==> src/rtl/pixclk_pkg.sv <==
// Shared types and sizing helpers for the pixel clock controller.
package pixclk_pkg;

    typedef enum logic [1:0] {
        STOPPED = 2'd0,
        SETTLE  = 2'd1,
        LOCKED  = 2'd2,
        DRAIN   = 2'd3
    } pix_state_t;

    localparam int DIV_WIDTH_DFLT = 8;

    // Width of a counter that must hold values 0..settle_ticks.
    function automatic int settle_cnt_width(input int settle_ticks);
        return $clog2(settle_ticks + 1);
    endfunction

endpackage

==> src/rtl/period_counter.sv <==
// Loadable period counter: counts 0..load_val-1 and flags the terminal count.
module period_counter
    import pixclk_pkg::*;
#(
    parameter int DIV_WIDTH = DIV_WIDTH_DFLT
) (
    input  logic                 clk,
    input  logic                 reset,
    input  logic                 clr,
    input  logic                 en,
    input  logic [DIV_WIDTH-1:0] load_val,
    output logic                 tick
);

    logic [DIV_WIDTH-1:0] cnt;
    logic                 at_term;

    // Terminal count sits at load_val-1, so cnt can never exceed 2^DIV_WIDTH-2.
    assign at_term = (cnt == load_val - 1'b1);
    assign tick    = en && at_term;

    // Count while enabled, wrapping at terminal; clear has priority.
    always_ff @(posedge clk) begin
        if (reset || clr) begin
            cnt <= '0;
        end else if (en) begin
            cnt <= at_term ? '0 : cnt + 1'b1;
        end
    end

endmodule

==> src/rtl/pixel_clock_controller.sv <==
// Pixel-rate divider sequencer: settles after start/reconfig, then strobes
// pix_ce once every cur_div cycles and reports lock to downstream timing.
module pixel_clock_controller
    import pixclk_pkg::*;
#(
    parameter int DIV_WIDTH    = DIV_WIDTH_DFLT,
    parameter int DEFAULT_DIV  = 4,
    parameter int SETTLE_TICKS = 4
) (
    input  logic                 clk,
    input  logic                 reset,
    input  logic                 run,
    input  logic                 cfg_valid,
    input  logic [DIV_WIDTH-1:0] cfg_div,
    output logic                 cfg_ready,
    output logic                 cfg_err,
    output logic                 pix_ce,
    output logic                 locked,
    output logic [DIV_WIDTH-1:0] cur_div
);

    localparam int                   SW          = settle_cnt_width(SETTLE_TICKS);
    localparam logic [SW-1:0]        SETTLE_LAST = SW'(SETTLE_TICKS - 1);
    localparam logic [DIV_WIDTH-1:0] DIV_RST     = DIV_WIDTH'(DEFAULT_DIV);

    pix_state_t           state;
    pix_state_t           state_nxt;
    logic [DIV_WIDTH-1:0] div_reg;
    logic [DIV_WIDTH-1:0] div_nxt;
    logic [DIV_WIDTH-1:0] pend_reg;
    logic [DIV_WIDTH-1:0] pend_nxt;
    logic [SW-1:0]        settle_cnt;
    logic [SW-1:0]        settle_nxt;
    logic                 accept;
    logic                 cfg_zero;
    logic                 tick;
    logic                 cnt_clr;
    logic                 cnt_en;
    logic                 ce_nxt;
    logic                 lock_nxt;
    logic                 err_nxt;

    // Config is only taken when the divider is idle or stably locked.
    assign cfg_ready = (state == STOPPED) || (state == LOCKED);
    assign accept    = cfg_valid && cfg_ready;
    assign cfg_zero  = (cfg_div == '0);
    assign cur_div   = div_reg;

    // Counter runs in every active state and is held at zero while stopped
    // or when run drops, so a restart always begins a fresh period.
    assign cnt_clr = (state == STOPPED) || !run;
    assign cnt_en  = (state != STOPPED);

    period_counter #(
        .DIV_WIDTH (DIV_WIDTH)
    ) u_period (
        .clk      (clk),
        .reset    (reset),
        .clr      (cnt_clr),
        .en       (cnt_en),
        .load_val (div_reg),
        .tick     (tick)
    );

    // State register.
    always_ff @(posedge clk) begin
        if (reset) begin
            state <= STOPPED;
        end else begin
            state <= state_nxt;
        end
    end

    // Next-state logic; dropping run overrides every state.
    always_comb begin
        state_nxt = state;
        if (!run) begin
            state_nxt = STOPPED;
        end else begin
            case (state)
                STOPPED: state_nxt = SETTLE;
                SETTLE:  if (tick && settle_cnt == SETTLE_LAST) state_nxt = LOCKED;
                LOCKED:  if (accept && !cfg_zero && cfg_div != div_reg) state_nxt = DRAIN;
                DRAIN:   if (tick) state_nxt = SETTLE;
                default: state_nxt = STOPPED;
            endcase
        end
    end

    // Ratio, pending ratio and settle-count updates.
    always_comb begin
        div_nxt    = div_reg;
        pend_nxt   = pend_reg;
        settle_nxt = '0;
        if (accept && !cfg_zero) begin
            // Stopped, or stopping this cycle: no period to finish, apply now.
            if (state == STOPPED || !run) begin
                div_nxt = cfg_div;
            end else begin
                pend_nxt = cfg_div;
            end
        end
        // Pending ratio takes effect at the end of the old period or on stop.
        if (state == DRAIN && (tick || !run)) begin
            div_nxt = pend_reg;
        end
        if (state == SETTLE && run) begin
            settle_nxt = tick ? settle_cnt + 1'b1 : settle_cnt;
        end
    end

    // Output logic: values the output registers take on the next edge.
    always_comb begin
        ce_nxt   = run && tick && (state == LOCKED || state == DRAIN);
        lock_nxt = (state_nxt == LOCKED) || (state_nxt == DRAIN);
        err_nxt  = accept && cfg_zero;
    end

    // Datapath and registered outputs.
    always_ff @(posedge clk) begin
        if (reset) begin
            div_reg    <= DIV_RST;
            pend_reg   <= DIV_RST;
            settle_cnt <= '0;
            pix_ce     <= 1'b0;
            locked     <= 1'b0;
            cfg_err    <= 1'b0;
        end else begin
            div_reg    <= div_nxt;
            pend_reg   <= pend_nxt;
            settle_cnt <= settle_nxt;
            pix_ce     <= ce_nxt;
            locked     <= lock_nxt;
            cfg_err    <= err_nxt;
        end
    end

endmodule

==> config.mk <==
export PLATFORM = sky130hd
export DESIGN_NAME = pixel_clock_controller
export DESIGN_NICKNAME = d
export VERILOG_FILES = /design/src/rtl/pixclk_pkg.sv /design/src/rtl/period_counter.sv /design/src/rtl/pixel_clock_controller.sv
export SDC_FILE = /design/constraint.sdc
export NUM_CORES = 1
export LEC_CHECK = 0
export ABC_AREA = 1
export ABC_CLOCK_PERIOD_IN_PS = 2500
export BUFFER_PORTS_ARGS = -buffer_cell sky130_fd_sc_hd__buf_2
export CORE_MARGIN = 4
export CORE_UTILIZATION = 45
export DETAILED_ROUTE_END_ITERATION = 8
export GPL_TIMING_DRIVEN = 0
export PLACE_DENSITY = 0.61
export SYNTH_ARGS = -nofsm -noshare
export SYNTH_HDL_FRONTEND = slang
export SYNTH_HIERARCHICAL = 1
export SYNTH_SLANG_ARGS = --single-unit
export TNS_END_PERCENT = 1
==> constraint.sdc <==
create_clock -name clk -period 2.5 [get_ports clk]
set_input_delay 0.5 -clock clk [delete_from_list [all_inputs] [get_ports clk]]
set_output_delay 0.5 -clock clk [all_outputs]
set_load 0.1 [all_outputs]
# ---- Word level (Yosys, flattened, before mapping)
# Index checks and enable logic that the tools add are counted.
dict set report word_totals {
  reg_bits 32
  word_cells 56
  inputBits 12
}
dict set report op_classes {
  addsub 3
  muxes 9
  bitwise_logic 2
  n_reduce_logical 26
  n_eq_ne 8
}
# operator n
set ops {}
lappend ops {{$mux 8} 4}
lappend ops {{$logic_and 1x1->1} 10}
lappend ops {{$add 8x1->8 const B} 1}
lappend ops {{$eq 2x2->1 const B} 4}
lappend ops {{$eq 8x8->1} 1}
lappend ops {{$logic_not 8->1} 1}
lappend ops {{$mux 2} 4}
lappend ops {{$ne 8x8->1} 1}
lappend ops {{$pmux 2 s4} 1}
lappend ops {{$sub 8x1->8 const B} 1}
lappend ops {{$logic_or 1x1->1} 6}
lappend ops {{$reduce_bool 2->1} 3}
lappend ops {{$reduce_and 2->1} 2}
lappend ops {{$add 3x1->3 const B} 1}
lappend ops {{$eq 3x2->1 const B} 1}
lappend ops {{$eq 2x1->1 const B} 1}
lappend ops {{$logic_not 1->1} 2}
lappend ops {{$logic_not 2->1} 1}
lappend ops {{$not 1->1} 2}
lappend ops {{$reduce_or 2->1} 1}

# ---- Depth between registers and ports, before layout
# Gate-level depths: netlist of the first run.
dict set report depth {
  word_depth 10
  ltp_mapped 18
  mapped_depth_nobuf 17
}

# ---- By module
# The synthesis of the first run kept the hierarchy.
# mod seq_area_each_um2 instances cells_per_inst area_per_inst_um2
set modules_own_cells {}
lappend modules_own_cells {pixel_clock_controller 480.5 1 196 1301.2}
lappend modules_own_cells {period_counter 160.2 1 117 685.7}

# ---- Worst setup path after synthesis of the first run
# No wires, ideal clock.
dict set report synth_path {
  path_type {register -> register}
  start {register div_reg[0], in the netlist cur_div[0]}
  end {register div_reg[3], in the netlist cur_div[3]}
  path_buffers 1
  stages_incl_launch_ff 18
  arrival_ns 2.760
  required_ns 2.385
  setup_ns 0.115
  path_slack_ns -0.375
  path_cell_list {dfxtp_1 -> inv_1 -> ha_1 -> inv_1 -> nand2_1 -> nand2_1 -> nand2_1 -> nor2_1 -> nand2_1 -> nor2_1 -> nand4_1 -> inv_1 -> o21ai_4 -> buf_4 -> nand2_1 -> o21ai_0 -> a21oi_1 -> nor2_1}
}
dict set report synth_via {
  elab_chain_cells 7
}
# element line
set synth_lines {}
lappend synth_lines {{from (decl)} pixel_clock_controller.sv:28} ;# logic [DIV_WIDTH-1:0] div_reg;
lappend synth_lines {{from (signal assigned)} pixel_clock_controller.sv:129} ;# div_reg <= div_nxt;
lappend synth_lines {{$sub 8x1->8 *} period_counter.sv:19} ;# assign at_term = (cnt == load_val - 1'b1);
lappend synth_lines {{$eq 8x8->1 *} period_counter.sv:19}
lappend synth_lines {{$logic_and 1x1->1 *} period_counter.sv:20} ;# assign tick = en && at_term;
lappend synth_lines {{via tick} pixel_clock_controller.sv:36} ;# logic tick;
lappend synth_lines {{$logic_or 1x1->1 *} pixel_clock_controller.sv:104} ;# if (state == DRAIN && (tick || !run)) begin
lappend synth_lines {{$logic_and 1x1->1 *} pixel_clock_controller.sv:104}
lappend synth_lines {{$reduce_bool 2->1 (no source line)} --}
lappend synth_lines {{$reduce_and 2->1 (no source line)} --}
# The timed path passes the listed nets; every way through them passes the cells marked *.
# A chain may end at the register's enable or synchronous reset.

# ---- Worst setup path in the final report of the first run
# Same ends and word-level chain as after synthesis.

==> metrics.md, run 1 <==
| Metric | Value |
|---|---|
| Largest net degree at the start of global routing | `11` |
| Peak Freq | `444 MHz` |
| Antenna diode count | `0` |
| Rows | `23` |
| Finished Core Util | `55.4%` |
| Crit-path slowest cell | `dfxtp_4` |
| Cells on Worst Hold Path | `2` |
| Max Cap Violations | `0` |
| Commonest non-fill, non-tap cells in the layout | `nand2_1, inv_1, nor2_1, dfxtp_1, buf_2` |
| Total power draw | `1.28 mW` |
| #FFs+latches synth | `32` |
| Root Driver | `clkbuf_8` |
| PD cells | `between 500 and 600 mW/mm2` |
| Flop pwr share | `42.7%` |
| Area of the die | `between 0.005 and 0.006 mm2` |
| Yosys top cell area share | `32.2%` |
| WS Path Type | `register to register` |
| Switching share of power | `30.2%` |
| Slowest stage delay, CP | `0.38 ns` |
| TritonRoute pass-1 iters | `4` |
| Final Net Count | `around 360` |
| Setup ws final | `0.247 ns` |
| Dpl cell area | `approximately 0.0022 mm2` |
| Routed wire length | `approximately 4300 um` |
| Area Overhead vs Synth | `15.5%` |
| Synth async-reset ratio | `0%` |
| Reg2Reg Depth | `17` |
| Clock period minus worst slack | `2.25 ns` |
| Clock-pin slew on the worst setup and hold paths | `0.06 ns` |
| Die height | `74.5 um` |
| Initial DRC Count | `between 80 and 90` |
| WL/cell | `10.8 um` |
| CP Capture Type | `register` |
| Syn. warnings | `6` |
| WP depth | `17` |
| Routability cong. | `0.801` |
| Slew margin rel. | `67.7%` |
| Status | `complete, no violations` |
| Delay-heaviest family, CP | `simple AND/OR/NAND/NOR gates` |
| Top cell by count, worst path | `nand2_1` |
| Clock buffer depth | `2` |
| VDD IR-drop max | `0.420 mV` |
| Post-DP HPWL | `3450 um` |
| Total gr overflow | `0` |
| Core area | `0.00414 mm2` |
| Layout cells sized above 1 | `17.1%` |
| Pleak | `1.12 nW` |
| Syn nets | `329` |
| Synth area leader | `dfxtp_1` |
| Footprint of the multi-input gates | `0.00111 mm2` |
| Chip Width | `about 74 um` |
| CTS Buf Count | `5` |
| Tot GR Track Use | `between 15 and 20%` |
| Clock network power share | `36.8%` |
| # DRC | `0` |
| Final antenna-violating net count | `0` |
| Fin. Hold Viols | `0` |
| WP data arrival | `around 2.4 ns` |
| Area of the mapped netlist | `0.00199 mm2` |
| Post-Place Setup Slack | `approximately 0.052 ns` |
| Yosys cell types | `28` |
| CP startpoint kind | `register` |
| Clock Latency Late Sink | `0.27 ns` |
| Setup violators final | `0` |
| CP Data Required Time | `2.67 ns` |
| Primary FF master, synth | `dfxtp_1` |
| Filler Cell Count | `between 400 and 500` |
| Synth area leaders | `dfxtp_1, nand2_1, inv_1` |
| Setup Skew | `0.00152 ns` |
| Post-Synthesis Cells | `313` |
| Gate power share | `20.4%` |
| Slew @ Worst Pin | `0.488 ns` |
| Hold WC Path Type | `register to register` |
| Initial antenna violation count | `0` |
| Critical Path Fanout Max | `10` |
| Crit path buffers/inverters | `4` |
| P_sw | `0.386 mW` |
| Fin area | `0.00229 mm2` |
| Max Slew Vio Count | `0` |
| Number of synthesized flops with an enable pin | `0` |
| CTS tree | `built` |
| Final Cycle Share | `90.1%` |
| I/O pins | `24` |
| Commonest non-fill, non-tap cell in the layout | `nand2_1` |
| Vias in the first global route | `around 1,700` |
| IO Port Bufs | `23` |
| Critical Path, Cell by Cell | `inv_1 > ha_1 > inv_1 > nand2_1 > nand2_1 > nand2_1 > nor2_1 > nand2_1 > nor2_1 > nand4_1 > inv_2 > o21ai_4 > buf_4 > nand2_1 > o21ai_0 > a21oi_1 > nor2_1` |
| DR vias | `1,827` |
| Internal | `0.892 mW` |
| Initial Util | `47.9%` |
| Storage cell area | `around 650 um2` |
| Hold Buf Count CTS | `0` |
| Mean Syn Cell Area | `~6.3 um2` |
| Fin Hold WS | `0.466 ns` |
| Via-to-Cell Ratio | `4.61` |
| H-tree depth | `2` |
| CTS Sinks | `32` |
| First-pass GRT wire length | `7570 um` |
| Seq/Total Area, Yosys | `32.2%` |
## path summary, 6_finish.rpt
path	from	to	slack, ns
worst max-delay path	cur_div[0]	cur_div[3]	0.25
worst min register to register	settle_cnt[2]	settle_cnt[2]	0.47
worst max register to register	cur_div[0]	cur_div[3]	0.25
worst min-delay path	settle_cnt[2]	settle_cnt[2]	0.47
## power by group through the flow
stage / logic (mW) / registers (mW) / clock network (mW)
2_1_floorplan: 0.134 / 0.629 / 0
3_3_place_gp: 0.260 / 0.558 / 0
3_5_place_dp: 0.262 / 0.558 / 0
4_1_cts: 0.263 / 0.547 / 0.491
5_1_grt: 0.293 / 0.550 / 0.515
6_report: 0.261 / 0.546 / 0.471
## per-stage QoR
stage / setup TNS [ns] / instances
after floorplan: 0 / 313
after global placement: 0 / 386
after detailed placement: 0 / 386
after CTS: 0 / 394
after global routing: -0.0372 / 396
final: 0 / 396
## cell families after synthesis
kind of cell,Yosys count,synth area share [%]
flops,32,32.2
simple gates,175,39.4
buf+inv,59,11.8
compound gates,29,7.87
fa+ha+maj,4,2.52
xor+xnor,14,6.17
## cells in the mapped netlist (2+ instances only)
cell type / count
nand2_1: 97
inv_1: 50
nor2_1: 37
dfxtp_1: 32
a21oi_1: 19
nand3_1: 18
o21ai_0: 9
xnor2_1: 8
nor3_1: 6
xor2_1: 6
ha_1: 4
nand2_2: 4
inv_2: 3
buf_2: 2
nand2_4: 2
nand4_1: 2
nor3_4: 2
or2_2: 2
## layout make-up
class | instances | area share [%]
repair buffers | 25 | 5.67
multi-input cells | 222 | 48.4
flip-flops and latches | 32 | 28.2
clock buffers | 6 | 3.16
inverters | 54 | 8.83
clock inverters | 2 | 1.53
plain buffers | 5 | 1.42
well taps | 50 | 2.73
## worst min-delay path, stage by stage (launching register included)
cell and delay (ns):
dfxtp_1 0.31, nand2_1 0.06, a21oi_1 0.05
## timing repair
item | CTS | global route
endpoints found under the hold margin | 0 | 0
endpoints found under the setup margin | 0 | 11
resized for setup | 0 | 2
buffers inserted | 0 | 2
## metal layers
layer	part of all wire (%)	track usage, %	wire (um)	vias up
li1	-	-	-	1018
met1	50	23.6	2140	784
met2	46	28.1	1940	21
met3	3.1	4.19	134	4
met4	0.87	5.14	37	0
met5	0	0	0	-
No activity file was read; power rests on OpenSTA's default activity.
==> run 2: changes to the inputs <==
- PLACE_DENSITY: 0.61 -> 0.62
- SLEW_MARGIN: unset -> 10
- SYNTH_HIERARCHICAL: 1 -> unset
==> metrics.md, run 2 <==
| Metric | Value |
|---|---|
| DR vias | `1,660 (-9.1%)` |
| Syn nets | `284 (-14%)` |
| CP Capture Type | `register` |
| Chip Width | `71.6 um (-3.9%)` |
| Clock period minus worst slack | `2.01 ns (-0.248 ns)` |
| Final Cycle Share | `80.2% (-9.9 points)` |
| Setup Skew | `0.00269 ns (+0.00117 ns)` |
| Area of the die | `0.00512 mm2 (-7.6%)` |
| Layout Cells excl Fill | `345 (-13%)` |
| Fin. Hold Viols | `0 (unchanged)` |
| Hold Buf Count CTS | `0 (unchanged)` |
| Synth area leader | `dfxtp_1` |
| Commonest cells post-synth | `nand2_1, inv_1, dfxtp_1` |
| Clock-pin slew on the worst setup and hold paths | `0.06 ns (about the same)` |
| Initial DRC Count | `57 (-30%)` |
| Rows | `22 (-4.3%)` |
| Routed wire length | `3890 um (-8.6%)` |
| Slew @ Worst Pin | `0.530 ns (+0.0417 ns)` |
| IO Port Bufs | `22 (-4.3%)` |
| R2R Setup Slk | `0.49 ns (+0.25 ns)` |
| Die height | `71.6 um (-3.9%)` |
| Tot GR Track Use | `16.5% (-1.1 points)` |
| Final antenna-violating net count | `0 (unchanged)` |
| Slew margin rel. | `64.6% (-3.1 points)` |
| Total gr overflow | `0 (unchanged)` |
| Final Net Count | `313 (-13%)` |
| TritonRoute pass-1 iters | `4 (unchanged)` |
| Area Overhead vs Synth | `13.8%` |
| Critical Path Fanout Max | `5 (-5)` |
| Post-Place Setup Slack | `0.466 ns (+0.414 ns)` |
| Number of synthesized flops with an enable pin | `0 (unchanged)` |
| Pleak | `0.932 nW (-17%)` |
| CTS Sinks | `32 (unchanged)` |
| Setup violators final | `0 (unchanged)` |
| VDD IR-drop max | `0.369 mV (-12%)` |
| Syn. warnings | `0 (-6)` |
| Post-Synthesis Cells | `268 (-14%)` |
| Initial Util | `48.2% (+0.29 points)` |
| I/O pins | `24 (unchanged)` |
| Top-count cell post-synth | `nand2_1` |
| Mean Syn Cell Area | `6.79 um2 (+6.9%)` |
| Fin Hold WS | `0.456 ns (-0.00952 ns)` |
| Routability cong. | `0.766 (-4.3%)` |
| Post-CTS sizing | `0 (unchanged)` |
| Dpl cells | `338 (-12%)` |
| Clock Latency Late Sink | `0.28 ns (about the same)` |
| Setup TNS | `0 ns (unchanged)` |
| Crit path buffers/inverters | `3 (-1)` |
| # DRC | `0 (unchanged)` |
| Max Slew Vio Count | `0 (unchanged)` |
| Setup ws final | `0.495 ns (+0.248 ns)` |
| Slowest stage delay, CP | `0.37 ns (about the same)` |
| Via-to-Cell Ratio | `4.81 (+4.3%)` |
| Primary FF master, synth | `dfxtp_1` |
| Yosys cell types | `31 (+11%)` |
| Layout cells sized above 1 | `16.8% (-0.22 points)` |
| Seq/Total Area, Yosys | `35.2% (+3.0 points)` |
| Highest Signal Layer | `met4` |
| Vias in the first global route | `1,559 (-9.1%)` |
| Antenna diode count | `0 (unchanged)` |
| CTS Buf Count | `5 (unchanged)` |
| Core area | `0.00377 mm2 (-9.0%)` |
| CP startpoint kind | `register` |
| Yosys top cell area share | `35.2% (+3.0 points)` |
| RSZ-0062 raised after global routing | `no` |
| #FFs+latches synth | `32 (unchanged)` |
| Metal2 WL | `1690 um (-13%)` |
| Routed wl met3 | `145 um (+8.2%)` |
| Commonest non-fill, non-tap cells in the layout | `nand2_1, inv_1, dfxtp_1, nand3_1, nor2_1` |
| First-pass GRT wire length | `6840 um (-9.6%)` |
| Synth area leaders | `dfxtp_1, nand2_1, inv_1` |
| Post-DP HPWL | `3070 um (-11%)` |
| PD cells | `547 mW/mm2 (-1.8%)` |
| Initial antenna violation count | `0 (unchanged)` |
| Hold WC Path Type | `register to register` |
| Clock buffer depth | `2 (unchanged)` |
| CTS tree | `built` |
| Area of the mapped netlist | `0.00182 mm2 (-8.4%)` |
| WL/cell | `11.3 um (+4.9%)` |
| CP Data Required Time | `2.67 ns (about the same)` |
| H-tree depth | `2 (unchanged)` |
| Root Driver | `clkbuf_8` |
| Critical Path, Cell by Cell | `inv_2 > ha_1 > inv_1 > nand2_1 > nand2_1 > nor2_1 > nand4_1 > nor2_2 > nand2_4 > nor2_2 > inv_1 > a21oi_1 > nor2_1` |
| Status | `complete, no violations` |
| Post CTS Setup Buffer Count | `0 (unchanged)` |
| WP data arrival | `2.18 ns (-0.24 ns)` |
| Commonest non-fill, non-tap cell in the layout | `nand2_1` |
| Max Cap Violations | `0 (unchanged)` |
| Peak Freq | `499 MHz (+12%)` |
| Largest net degree at the start of global routing | `11 (unchanged)` |
| Met1 wire length | `2010 um (-6.2%)` |
| WS Path Type | `register to register` |
| Delay-heaviest family, CP | `simple AND/OR/NAND/NOR gates` |
| Synth async-reset ratio | `0% (unchanged)` |
| Crit-path slowest cell | `dfxtp_2` |
## run 2: cell types whose count changed after synthesis, sizes merged, moves of 2 or more
cell,delta
nor2,-9
nor4,+4
nand2,-30
nor3,-6
xnor2,-2
nand3,+7
inv,-13
## run 2: logic make-up after synthesis
logic type,Yosys count,share of synthesized area (%)
simple gates,141,35.4
buf+inv,46,10.8
compound gates,32,9.56
flops,32,35.2
xor+xnor,13,6.26
fa+ha+maj,4,2.75
## run 2: path summary, 6_finish.rpt
path	depth (start not counted)	startpoint	endpoint
setup / recovery	13	cur_div[0]	locked
hold / removal	2	pend_reg[3]	pend_reg[3]
setup reg to reg	13	cur_div[0]	locked
hold reg to reg	2	pend_reg[3]	pend_reg[3]
## run 2: power by group
group          internal, mW  switching (mW)
combinational        0.0629           0.160
clock                 0.189           0.181
sequential            0.524          0.0144
total                 0.776           0.356
## run 2: worst min-delay path, cell delays in order (launching register included)
cell and delay, ns:
dfxtp_1 0.30, inv_1 0.06, a21oi_1 0.05
## run 2: metal layers
| layer | vias up | global-route usage (%) |
|---|---|---|
| li1 | 904 | - |
| met1 | 728 | 22.2 |
| met2 | 23 | 25.7 |
| met3 | 5 | 4.91 |
| met4 | 0 | 4.38 |
| met5 | - | 0 |
## run 2: area by class of cell
class / instances / area [um2]
tap: 48 / 60.1
clock buffer: 6 / 72.6
timing repair buffer: 22 / 110
clock inverter: 1 / 5.00
inverter: 41 / 154
multi-input combinational: 190 / 982
fill: 412 / 1700
buffer: 5 / 42.5
sequential: 32 / 643
## run 2: through the flow
stage	power, mW	utilization (%)	instance area [um2]
floorplan	0.726	-	1820
global placement	0.772	52.8	1990
detailed placement	0.774	52.8	1990
CTS	1.15	54.9	2070
global route	1.20	54.9	2070
finish	1.13	54.9	2070
